File: config.mk
export PLATFORM = sky130hd
export DESIGN_NAME = pll_rst_seq
export DESIGN_NICKNAME = d
export VERILOG_FILES = /design/src/rtl/pll_rst_seq_pkg.sv /design/src/rtl/pll_rst_seq_cdc_sync2.sv /design/src/rtl/pll_rst_seq.sv
export SDC_FILE = /design/constraint.sdc
export NUM_CORES = 1
export LEC_CHECK = 0
export ABC_AREA = 1
export CAP_MARGIN = 20
export CORE_MARGIN = 2
export CORE_UTILIZATION = 50
export DETAILED_ROUTE_END_ITERATION = 8
export PLACE_DENSITY = 0.84
export REMOVE_ABC_BUFFERS = 1
export SETUP_SLACK_MARGIN = 0.15
export SYNTH_ARGS = -nofsm -noshare
export SYNTH_HDL_FRONTEND = slang
export SYNTH_SLANG_ARGS = --single-unit
File: constraint.sdc
create_clock -name i_clk -period 1.6 [get_ports i_clk]
set_input_delay 0.24 -clock i_clk [delete_from_list [all_inputs] [get_ports i_clk]]
set_output_delay 0.24 -clock i_clk [all_outputs]
set_load 0.005 [all_outputs]
File: src/rtl/pll_rst_seq_pkg.sv
// Shared types and default parameters for the PLL lock supervisor / staged reset sequencer.
package pll_rst_seq_pkg;

  typedef enum logic [1:0] {
    WAIT_LOCK = 2'd0,
    FILTER    = 2'd1,
    RELEASE   = 2'd2,
    RUN       = 2'd3
  } state_e;

  localparam int DEF_NCH       = 4;
  localparam int DEF_LOCK_FILT = 16;
  localparam int DEF_STAGE_DLY = 8;
  localparam int DEF_CNTW      = 16;

endpackage

File: src/rtl/pll_rst_seq_cdc_sync2.sv
// Two-flop synchroniser for a single asynchronous level, cleared by a synchronous reset.
module cdc_sync2 (
  input  logic clk,
  input  logic reset,
  input  logic d,
  output logic q
);

  logic s1;
  logic s2;

  always_ff @(posedge clk) begin
    if (reset) begin
      s1 <= 1'b0;
      s2 <= 1'b0;
    end else begin
      s1 <= d;
      s2 <= s1;
    end
  end

  assign q = s2;

endmodule

File: src/rtl/pll_rst_seq.sv
// PLL lock supervisor: debounces the synchronised lock flag, then releases NCH reset
// domains one every STAGE_DLY cycles, bit 0 first; lock loss or sw reset re-asserts all.
module pll_rst_seq
  import pll_rst_seq_pkg::*;
#(
  parameter int NCH       = DEF_NCH,
  parameter int LOCK_FILT = DEF_LOCK_FILT,
  parameter int STAGE_DLY = DEF_STAGE_DLY,
  parameter int CNTW      = DEF_CNTW
) (
  input  logic            i_clk,
  input  logic            i_reset,
  input  logic            i_pll_locked,
  input  logic            i_sw_reset,
  output logic [NCH-1:0]  o_rst,
  output logic            o_ready,
  output logic [CNTW-1:0] o_loss_cnt,
  output logic [1:0]      o_state
);

  localparam int FW = $clog2(LOCK_FILT + 1);
  localparam int DW = $clog2(STAGE_DLY + 1);
  localparam int SW = $clog2(NCH + 1);

  localparam logic [FW-1:0] FILT_LAST  = FW'(LOCK_FILT - 1);
  localparam logic [DW-1:0] DLY_LAST   = DW'(STAGE_DLY - 1);
  localparam logic [SW-1:0] STAGE_LAST = SW'(NCH - 1);

  typedef struct packed {
    state_e          state;
    logic [FW-1:0]   filt;
    logic [DW-1:0]   dly;
    logic [SW-1:0]   stage;
    logic [NCH-1:0]  rst;
    logic            ready;
    logic [CNTW-1:0] loss;
  } seq_t;

  seq_t r;
  seq_t nx;
  logic locked_s;

  cdc_sync2 u_lock_sync (
    .clk   (i_clk),
    .reset (i_reset),
    .d     (i_pll_locked),
    .q     (locked_s)
  );

  always_comb begin
    nx = r;
    case (r.state)
      WAIT_LOCK: begin
        if (locked_s) begin
          nx.state = FILTER;
          nx.filt  = '0;
        end
      end
      FILTER: begin
        // A drop during filtering is a failed lock attempt, not a loss event.
        if (!locked_s) begin
          nx.state = WAIT_LOCK;
        end else if (i_sw_reset) begin
          nx.filt = '0;
        end else if (r.filt == FILT_LAST) begin
          nx.state = RELEASE;
          nx.dly   = '0;
          nx.stage = '0;
        end else begin
          nx.filt = r.filt + FW'(1);
        end
      end
      RELEASE, RUN: begin
        if (!locked_s) begin
          nx.state = WAIT_LOCK;
          nx.rst   = '1;
          nx.ready = 1'b0;
          if (r.loss != '1) nx.loss = r.loss + CNTW'(1);
        end else if (i_sw_reset) begin
          nx.state = FILTER;
          nx.filt  = '0;
          nx.rst   = '1;
          nx.ready = 1'b0;
        end else if (r.state == RELEASE) begin
          if (r.dly == DLY_LAST) begin
            nx.dly   = '0;
            nx.stage = r.stage + SW'(1);
            nx.rst   = r.rst & ~(NCH'(1) << r.stage);
            if (r.stage == STAGE_LAST) begin
              nx.state = RUN;
              nx.ready = 1'b1;
            end
          end else begin
            nx.dly = r.dly + DW'(1);
          end
        end
      end
      default: nx.state = WAIT_LOCK;
    endcase
  end

  always_ff @(posedge i_clk) begin
    if (i_reset) begin
      r       <= '0;
      r.state <= WAIT_LOCK;
      r.rst   <= '1;
    end else begin
      r <= nx;
    end
  end

  assign o_rst      = r.rst;
  assign o_ready    = r.ready;
  assign o_loss_cnt = r.loss;
  assign o_state    = r.state;

endmodule

==> results of run 1 <==
tightest hold or removal path, cell delays in order (launching register included):
cell and delay (ns):
dfxtp_1 0.31, inv_1 0.04, nor2_1 0.03
placed cells by master (no fill, tap or decap), drive strengths merged:
master         netlist  final
nand2               79     82
nor2                58     58
dfxtp               37     37
buf                 25     36
inv                 35     35
nand3               32     32
a21oi               26     26
clkdlybuf4s50        0     16
o21ai               16     16
ha                  14     14
nand4                6      6
dlymetal6s2s         0      6
clkbuf               2      5
dlygate4sd2          0      4
bufinv               0      2
nor3                 2      2
clkinv               1      2
a21boi               1      1
or2                  1      1
xor2                 1      1
xnor2                1      1
logic make-up (layout without fill, tap and decap cells):
kind of cell	after synthesis	in the layout	synth area share [%]
AOI/OAI and AO/OA	43	43	9.94
and+or+nand+nor	178	181	34.9
xor gates and xnor gates	2	2	0.761
adders and majority gates	14	14	7.60
buffers and inverters	63	106	14.7
DFF	37	37	32.2
through the flow:
stage	cell area, um^2	total power [uW]
after floorplan	2100	2130
after global placement	2550	2610
after detailed placement	2550	2660
after CTS	2870	3900
after global routing	3330	4920
final	3330	4660
sequential cells by signal, summed over array words and instances, names as in the netlist:
signal / cells
u_lock_sync.q: 1
r: 12
o_state: 2
o_ready: 1
u_lock_sync.s1: 1
o_loss_cnt: 16
o_rst: 4
what timing repair did:
action,in CTS,in global routing
resized for setup,59,86
setup buffers,8,12
pin swaps,14,30
setup endpoints to repair,46,46
hold endpoints to repair,0,0
gates cloned,0,3
layer usage:
layer,vias to the layer above,part of all wire (%)
li1,1153,-
met5,-,0
met4,0,3.3
met2,115,55
met1,1208,36
met3,32,5.5
layout make-up:
| type | instances | share of cell area [%] |
|---|---|---|
| tap | 52 | 1.95 |
| clock inverter | 3 | 1.95 |
| multi-input combinational | 240 | 47.7 |
| timing repair buffer | 62 | 18.2 |
| inverter | 36 | 4.21 |
| clock buffer | 5 | 2.07 |
| sequential | 37 | 23.9 |
final timing paths:
check,startpoint,slack [ns],cells after the start,endpoint
setup / recovery,r[28]$_SDFFE_PP0P_,0.04,11,r[30]$_SDFFE_PP0P_
hold / removal,u_lock_sync.s1$_SDFF_PP0_,0.41,2,u_lock_sync.q$_SDFF_PP0_
setup reg to reg,r[28]$_SDFFE_PP0P_,0.04,11,r[30]$_SDFFE_PP0P_
hold reg to reg,u_lock_sync.s1$_SDFF_PP0_,0.41,2,u_lock_sync.q$_SDFF_PP0_
power by group:
| group | total, uW | switching, uW | internal (uW) |
|---|---|---|---|
| Combinational | 2520 | 1490 | 1020 |
| Sequential | 1160 | 109 | 1050 |
| Clock | 989 | 370 | 620 |
| Total | 4660 | 1970 | 2690 |
==> results.py, run 1 <==
metrics = {
    "final_layout": {
        "diodes": 0,
        "stdcell_count": 435,
        "syn2layout_area_growth_pct": 44.6,
        "drive_gt1_share_pct": 38.4,
        "nFillCells": 275,
        "post-route-util_pct": 76.0,
        "multi_input_area_mm2": 0.00159,
        "regArea_um2": 797,
        "fin_nets": 400,
    },
    "timing": {
        "period_needed_ns": 1.56,
        "setup_viol_count_final": 0,
        "fmax_mhz": 639,
        "slew_viol_final": 0,
        "fin_skew_ns": 0.00845,
        "fin_setup_tns_ns": 0,
        "hold_viol_final": 0,
        "holdWs_ns": 0.410,
        "timing.final.crit_share_pct": 97.7,
        "maxSlewHeadroom_pct": 58.8,
        "fin_ws_ns": 0.0363,
        "rsz0062_at_grt": "yes",
        "worst_slew_pin_slew_ns": 0.617,
    },
    "detailed_routing": {
        "routed_wl_um": 6840,
        "drc": 0,
        "wire_per_inst_um": 15.7,
        "ant_nets": 0,
        "vias_per_cell": 5.77,
        "firstDrtPassIters": 5,
        "first_iter_violations": 185,
        "num_vias": 2508,
    },
    "die": {
        "die_x_um": 71.9,
        "die_area_mm2": 0.00517,
        "ioPinCount": 27,
        "fp.coreArea_mm2": 0.00438,
        "placementRows": 24,
        "start_util_pct": 52.5,
        "die_y_um": 71.9,
    },
    "grt": {
        "grt_usage_pct": 22.0,
        "gr-total-overflow": 0,
        "grt_util_met3_pct": 5.77,
        "grt_pass1_vias": 2122,
        "met1_usage_pct": 23.6,
        "grt_use_met2_pct": 40.7,
        "grt_max_degree": 24,
        "grt_pass1_wl_um": 9000,
        "busiest_layer": "met2",
        "antenna_found_initial": 0,
    },
    "synthesis": {
        "synth_top_cells_by_count": "75 x nand2_1, 52 x nor2_1, 37 x dfxtp_1, 33 x inv_1, 28 x nand3_1",
        "synth_cell_types": 26,
        "synth_top_area_share_pct": 32.2,
        "yosysSeqAreaShare_pct": 32.2,
        "ys_warn_count": 0,
        "synth_top_cells_by_area": "dfxtp_1 32%, nand2_1 12%, nor2_1 8.5%, ha_1 7.6%, buf_4 7.5%",
        "ys_ff_latch": 37,
        "synth_most_common_cell": "nand2_1",
        "synth_ff_type": "dfxtp_1",
        "synth_top_cell_by_area": "dfxtp_1",
        "syn_area_mm2": 0.00230,
        "avgSynthCellArea_um2": 6.84,
        "synth_edf_count": 0,
        "synthCells": 337,
        "async_flop_share_pct": 0,
    },
    "cts": {
        "clk_pin_slew_ns": 0.08,
        "cts_root_buf": "clkbuf_8",
        "clkLatencyLatePin_ns": 0.31,
        "clock_sinks": 37,
        "cts_hold_buf": 0,
        "clockBufferDepth": 2,
        "cts_made_buffers": 5,
        "cts_tree": "built",
        "h-tree-depth": 2,
    },
    "worst_setup_path": {
        "arrival_ns": 1.81,
        "cp_slowest_cell": "dfxtp_2",
        "crit_top_cell": "buf_6",
        "crit_family": "simple AND/OR/NAND/NOR gates",
        "crit_chain": "ha_4, nand2_4, buf_6, buf_6, buf_6, buf_6, buf_6, nand3_2, nor3_2, nand2_1, a21oi_2",
        "crit_buf_inv": 5,
        "required_ns": 1.85,
        "worst-path-max-fanout": 2,
        "cp-end-kind": "flip-flop",
        "critPathKind": "flip-flop to flip-flop",
        "slowest_delay_ns": 0.35,
        "worstSetupStartpointType": "flip-flop",
    },
    "outcome": {
        "outcome": "finished clean",
    },
    "placed_design": {
        "dp_slack_ns": -0.110,
        "place_hpwl_um": 3520,
        "gp_congestion": 0.857,
        "io_buffer_count": 26,
        "dp.cells": 404,
    },
    "hold_path": {
        "min_path_type": "flip-flop to flip-flop",
    },
    "pwr": {
        "power_density_mw_per_mm2": 1400,
        "power.leakage_uw": 0.00142,
        "peakVddDrop_uv": 889,
    },
    "job": {
        "maxCapViolations": 0,
    },
}
No activity file was read; power rests on OpenSTA's default activity.
==> run 2, diff against run 1 <==
--- a/config.mk
+++ b/config.mk
@@ -7,12 +7,14 @@
 export LEC_CHECK = 0
 export ABC_AREA = 1
 export CAP_MARGIN = 20
+export CORE_ASPECT_RATIO = 2
 export CORE_MARGIN = 2
 export CORE_UTILIZATION = 50
 export DETAILED_ROUTE_END_ITERATION = 8
 export PLACE_DENSITY = 0.84
 export REMOVE_ABC_BUFFERS = 1
 export SETUP_SLACK_MARGIN = 0.15
+export SLEW_MARGIN = 0
 export SYNTH_ARGS = -nofsm -noshare
 export SYNTH_HDL_FRONTEND = slang
 export SYNTH_SLANG_ARGS = --single-unit
==> results.py, run 2 (synthesis results as in run 1) <==
metrics = {
    "pwr": {
        "finalPower_uw": 4740,
        "power_density_mw_per_mm2": 1400,
        "peakVddDrop_uv": 1110,
        "power.leakage_uw": 0.00144,
    },
    "timing": {
        "fin_ws_ns": -0.0681,
        "maxSlewHeadroom_pct": 60.3,
        "fin_skew_ns": 0.0129,
        "slew_viol_final": 0,
        "worst_slew_pin_slew_ns": 0.595,
        "period_needed_ns": 1.67,
        "setup_viol_count_final": 2,
        "timing.final.crit_share_pct": 104,
        "fmax_mhz": 599,
        "rsz0062_at_grt": "yes",
        "hold_viol_final": 0,
    },
    "detailed_routing": {
        "first_iter_violations": 152,
        "num_vias": 2529,
        "firstDrtPassIters": 5,
        "drc": 0,
        "wire_per_inst_um": 17.7,
        "vias_per_cell": 5.84,
        "routed_wl_um": 7660,
        "ant_nets": 0,
    },
    "die": {
        "ioPinCount": 27,
        "die_x_um": 52.0,
        "die_area_mm2": 0.00520,
        "fp.coreArea_mm2": 0.00451,
        "die_y_um": 100,
        "start_util_pct": 51.1,
        "placementRows": 35,
    },
    "outcome": {
        "outcome": "finished with violations",
        "failed_checks": "setup timing",
    },
    "cts": {
        "h-tree-depth": 2,
        "clockBufferDepth": 2,
        "cts_tree": "built",
        "cts_root_buf": "clkbuf_8",
        "cts_made_buffers": 5,
        "clk_pin_slew_ns": 0.08,
        "clkLatencyLatePin_ns": 0.31,
        "clock_sinks": 37,
        "cts_hold_buf": 0,
    },
    "final_layout": {
        "largest_reg_flops": 16,
        "stdcell_count": 433,
        "diodes": 0,
        "fin_area_mm2": 0.00338,
        "syn2layout_area_growth_pct": 46.9,
        "fin_nets": 395,
        "drive_gt1_share_pct": 38.9,
        "final_common_cell": "nand2_1",
        "mostFrequentLayoutCells": "57 x nand2_1, 48 x nor2_1, 29 x inv_1",
    },
    "worst_setup_path": {
        "worst-path-max-fanout": 5,
        "r2r_slack_ns": -0.07,
        "cp-end-kind": "flip-flop",
        "worstSetupStartpointType": "flip-flop",
        "required_ns": 1.80,
        "arrival_ns": 1.87,
        "critPathKind": "flip-flop to flip-flop",
    },
    "placed_design": {
        "io_buffer_count": 26,
        "gp_congestion": 0.879,
        "place_hpwl_um": 3640,
        "dp.cells": 404,
        "place_area_mm2": 0.00254,
    },
    "job": {
        "maxCapViolations": 0,
    },
    "grt": {
        "gr-total-overflow": 0,
        "grt_usage_pct": 23.5,
        "grt_pass1_vias": 2244,
        "antenna_found_initial": 0,
        "grt_max_degree": 16,
        "grt_pass1_wl_um": 9480,
    },
    "hold_path": {
        "min_path_type": "flip-flop to flip-flop",
    },
}
## run 2: cell count changes in the layout (fill, tap and decap cells not counted), moves of 3 or more
cell / previous run / this run
dfxtp_2: 9 / 5
o21ai_1: 4 / 9
nand3_2: 11 / 15
nand2_1: 60 / 57
o21ai_0: 5 / 2
dfxtp_4: 12 / 17
nand2_4: 5 / 8
nand3_1: 19 / 13
buf_4: 23 / 19
## run 2: cell type report
type                    count  area, um^2
repair buffers             57         582
clock buffers               5        68.8
clock inverters             3        46.3
well taps                  55        68.8
inverters                  36         139
fillers                   283        1130
flip-flops and latches     37         811
multi-input cells         240        1670
## run 2: power by group
group	internal (uW)	leakage (uW)	switching [uW]
combinational	1090	0.00107	1660
sequential	1040	0.000316	112
clock	467	0.0000543	375
total	2600	0.00144	2140
## run 2: final timing paths
kind                             startpoint                           to  cells after the start
setup / recovery    o_state[1]$_SDFFE_PP0P_  o_loss_cnt[12]$_SDFFE_PP0P_                      8
hold / removal    u_lock_sync.s1$_SDFF_PP0_     u_lock_sync.q$_SDFF_PP0_                      2
setup reg to reg    o_state[1]$_SDFFE_PP0P_  o_loss_cnt[12]$_SDFFE_PP0P_                      8
hold reg to reg   u_lock_sync.s1$_SDFF_PP0_     u_lock_sync.q$_SDFF_PP0_                      2
## run 2: layer usage
layer | vias up | GRT usage, % | wire length [um]
met4 | 0 | 12.8 | 435
li1 | 1151 | - | -
met1 | 1169 | 25.4 | 2620
met5 | - | 0 | 0
met2 | 157 | 40.9 | 4110
met3 | 52 | 4.91 | 490
## run 2: critical path, cell delays in order (launching register included)
cell     delay, ns
dfxtp_4       0.39
ha_2          0.22
nor2_4        0.07
nor2_4        0.21
o21ai_4       0.14
buf_4         0.16
nor2_1        0.19
xnor2_1       0.14
nor2_1        0.05
## run 2: timing repair
action                                  4_1_cts  5_1_grt
endpoints found under the hold margin         0        0
buffers inserted                             10        8
gates cloned                                  2        1
endpoints found under the setup margin       51       51
gates resized for setup                      62      102
pin swaps                                    18       31
## run 2: per-stage QoR
stage / utilization (%) / hold slack (ns) / TNS, ns / setup slack (ns)
after floorplan: - / 0.309 / -0.00956 / -0.00956
after global placement: 56.3 / 0.400 / -0.0748 / -0.0284
after detailed placement: 56.3 / 0.409 / -0.481 / -0.122
after CTS: 65.1 / 0.421 / 0 / 0.0552
after global routing: 75.0 / 0.426 / -1.19 / -0.134
final: 75.0 / 0.409 / -0.0741 / -0.0681
==> run 3, diff against run 2 <==
--- a/config.mk
+++ b/config.mk
@@ -9,12 +9,13 @@
 export CAP_MARGIN = 20
 export CORE_ASPECT_RATIO = 2
 export CORE_MARGIN = 2
-export CORE_UTILIZATION = 50
+export CORE_UTILIZATION = 51
 export DETAILED_ROUTE_END_ITERATION = 8
-export PLACE_DENSITY = 0.84
+export PLACE_DENSITY = 0.85
 export REMOVE_ABC_BUFFERS = 1
 export SETUP_SLACK_MARGIN = 0.15
 export SLEW_MARGIN = 0
 export SYNTH_ARGS = -nofsm -noshare
 export SYNTH_HDL_FRONTEND = slang
+export SYNTH_HIERARCHICAL = 1
 export SYNTH_SLANG_ARGS = --single-unit
==> results.py, run 3 <==
metrics = {
    "outcome": {
        "outcome": "finished clean",
    },
    "grt": {
        "busiest_layer": "met2",
        "gr-total-overflow": 0,
        "grt_util_met3_pct": 5.06,
        "grt_pass1_wl_um": 9260,
        "grt_pass1_vias": 2293,
        "grt_max_degree": 14,
        "antenna_found_initial": 0,
        "grt_usage_pct": 22.6,
        "met1_usage_pct": 24.4,
        "grt_use_met2_pct": 41.3,
    },
    "detailed_routing": {
        "first_iter_violations": 72,
        "drc": 0,
        "vias_per_cell": 5.27,
        "num_vias": 2345,
        "ant_nets": 0,
        "routed_wl_um": 5910,
        "firstDrtPassIters": 4,
        "wire_per_inst_um": 13.3,
    },
    "timing": {
        "hold_viol_final": 0,
        "fin_skew_ns": 0.00325,
        "rsz0062_at_grt": "yes",
        "setup_viol_count_final": 0,
        "fin_setup_tns_ns": 0,
        "period_needed_ns": 1.57,
        "fin_ws_ns": 0.0266,
        "slew_viol_final": 0,
        "fmax_mhz": 636,
        "maxSlewHeadroom_pct": 70.4,
        "holdWs_ns": 0.407,
        "worst_slew_pin_slew_ns": 0.443,
        "timing.final.crit_share_pct": 98.3,
    },
    "synthesis": {
        "synth_ff_type": "dfxtp_1",
        "synth_top_area_share_pct": 31.5,
        "yosysSeqAreaShare_pct": 31.5,
        "synth_top_cell_by_area": "dfxtp_1",
        "async_flop_share_pct": 0,
        "avgSynthCellArea_um2": 6.71,
        "synth_edf_count": 0,
        "ys_ff_latch": 37,
        "synthCells": 351,
        "synth_top_cells_by_count": "86 x nand2_1, 52 x nor2_1, 47 x inv_1, 37 x dfxtp_1, 24 x buf_4",
        "synth_cell_types": 25,
        "synth_top_cells_by_area": "dfxtp_1 31%, nand2_1 14%, nor2_1 8.3%, buf_4 7.7%, inv_1 7.5%",
        "synth_most_common_cell": "nand2_1",
        "syn_area_mm2": 0.00235,
        "ys_warn_count": 6,
    },
    "worst_setup_path": {
        "cp-end-kind": "flip-flop",
        "critPathKind": "flip-flop to flip-flop",
        "worstSetupStartpointType": "flip-flop",
        "arrival_ns": 1.74,
        "required_ns": 1.77,
        "worst-path-max-fanout": 5,
    },
    "cts": {
        "cts_hold_buf": 0,
        "clock_sinks": 37,
        "cts_made_buffers": 5,
        "h-tree-depth": 2,
        "clockBufferDepth": 2,
        "clk_pin_slew_ns": 0.07,
        "cts_tree": "built",
        "cts_root_buf": "clkbuf_8",
        "clkLatencyLatePin_ns": 0.29,
    },
    "die": {
        "die_x_um": 52.0,
        "fp.coreArea_mm2": 0.00451,
        "die_y_um": 100,
        "die_area_mm2": 0.00521,
        "placementRows": 35,
        "start_util_pct": 52.2,
        "ioPinCount": 27,
    },
    "placed_design": {
        "io_buffer_count": 26,
        "gp_congestion": 0.820,
        "place_area_mm2": 0.00263,
        "place_hpwl_um": 3660,
        "dp_slack_ns": -0.139,
    },
    "pwr": {
        "power_density_mw_per_mm2": 1310,
        "power.leakage_uw": 0.00143,
        "peakVddDrop_uv": 1110,
    },
    "final_layout": {
        "fin_area_mm2": 0.00309,
        "mostFrequentLayoutCells": "70 x nand2_1, 44 x nor2_1, 41 x inv_1",
        "drive_gt1_share_pct": 32.3,
        "fin_nets": 408,
        "syn2layout_area_growth_pct": 31.3,
        "nFillCells": 355,
        "final_common_cell": "nand2_1",
        "diodes": 0,
        "largest_reg_flops": 16,
    },
    "job": {
        "maxCapViolations": 0,
    },
    "hold_path": {
        "min_path_type": "flip-flop to flip-flop",
    },
}
run 3: cell count changes in the layout (fill, tap and decap cells not counted), sizes merged, moves of 3 or more:
cell	change
a21oi	-6
dlymetal6s2s	-6
clkdlybuf4s50	+3
inv	+14
nand3	-6
nand2	+8
nor3	+4
dlygate4sd2	+3
nand4	-4
run 3: power by group:
| group | internal (uW) | total, uW | switching (uW) |
|---|---|---|---|
| logic | 945 | 2060 | 1120 |
| registers | 1130 | 1310 | 182 |
| clock network | 342 | 664 | 322 |
run 3: metrics by stage:
step / util (%) / power (uW) / instances
floorplan: - / 2240 / 324
global placement: 58.2 / 2830 / 425
detailed placement: 58.2 / 2920 / 425
CTS: 63.9 / 3780 / 441
global route: 68.5 / 4320 / 445
finish: 68.5 / 4040 / 445
run 3: final cells by class:
| class | count | area [um^2] | share of cell area (%) |
|---|---|---|---|
| Multi-Input combinational cell | 239 | 1440 | 46.7 |
| Sequential cell | 37 | 779 | 25.2 |
| Timing Repair Buffer | 58 | 526 | 17.0 |
| Inverter | 49 | 186 | 6.03 |
| Clock buffer | 7 | 86.3 | 2.79 |
| Tap cell | 55 | 68.8 | 2.23 |
run 3: path summary, 6_finish.rpt:
path / startpoint / endpoint / slack (ns) / cells past startpoint
worst max register to register: r[28]$_SDFFE_PP0P_ / r[26]$_SDFFE_PP0P_ / 0.03 / 9
worst min register to register: u_lock_sync/s1$_SDFF_PP0_ / u_lock_sync/q$_SDFF_PP0_ / 0.41 / 2
worst min-delay path: u_lock_sync/s1$_SDFF_PP0_ / u_lock_sync/q$_SDFF_PP0_ / 0.41 / 2
worst max-delay path: r[28]$_SDFFE_PP0P_ / r[26]$_SDFFE_PP0P_ / 0.03 / 9
run 3: repair_timing:
action / in CTS / in global routing
gates resized for setup: 50 / 53
cloned: 1 / 0
setup buffers: 8 / 4
endpoints found under the setup margin: 51 / 41
pin swaps: 11 / 20
run 3: worst max-delay path, stage by stage, from the launching register on:
cell     delay (ns)
dfxtp_2        0.36
ha_4           0.16
nand2_4        0.05
nor2_2         0.08
ha_2           0.18
or2_4          0.12
nand3_2        0.09
buf_6          0.15
o21ai_0        0.21
a21oi_1        0.07
run 3: cell families after synthesis:
logic type               Yosys count  share of synthesized area (%)
AO/OA/AOI/OAI                     36                           7.87
XOR/XNOR                           2                          0.744
adder cells (fa/ha/maj)           14                           7.44
buffers and inverters             76                           16.6
flip-flops                        37                           31.5
AND/OR/NAND/NOR                  186                           35.8
run 3: layer usage:
layer	up-vias	part of all wire [%]	wire length, um
li1	1145	-	-
met3	19	5.6	332
met5	-	0	0
met1	1090	39	2310
met2	91	52	3080
met4	0	3.1	184
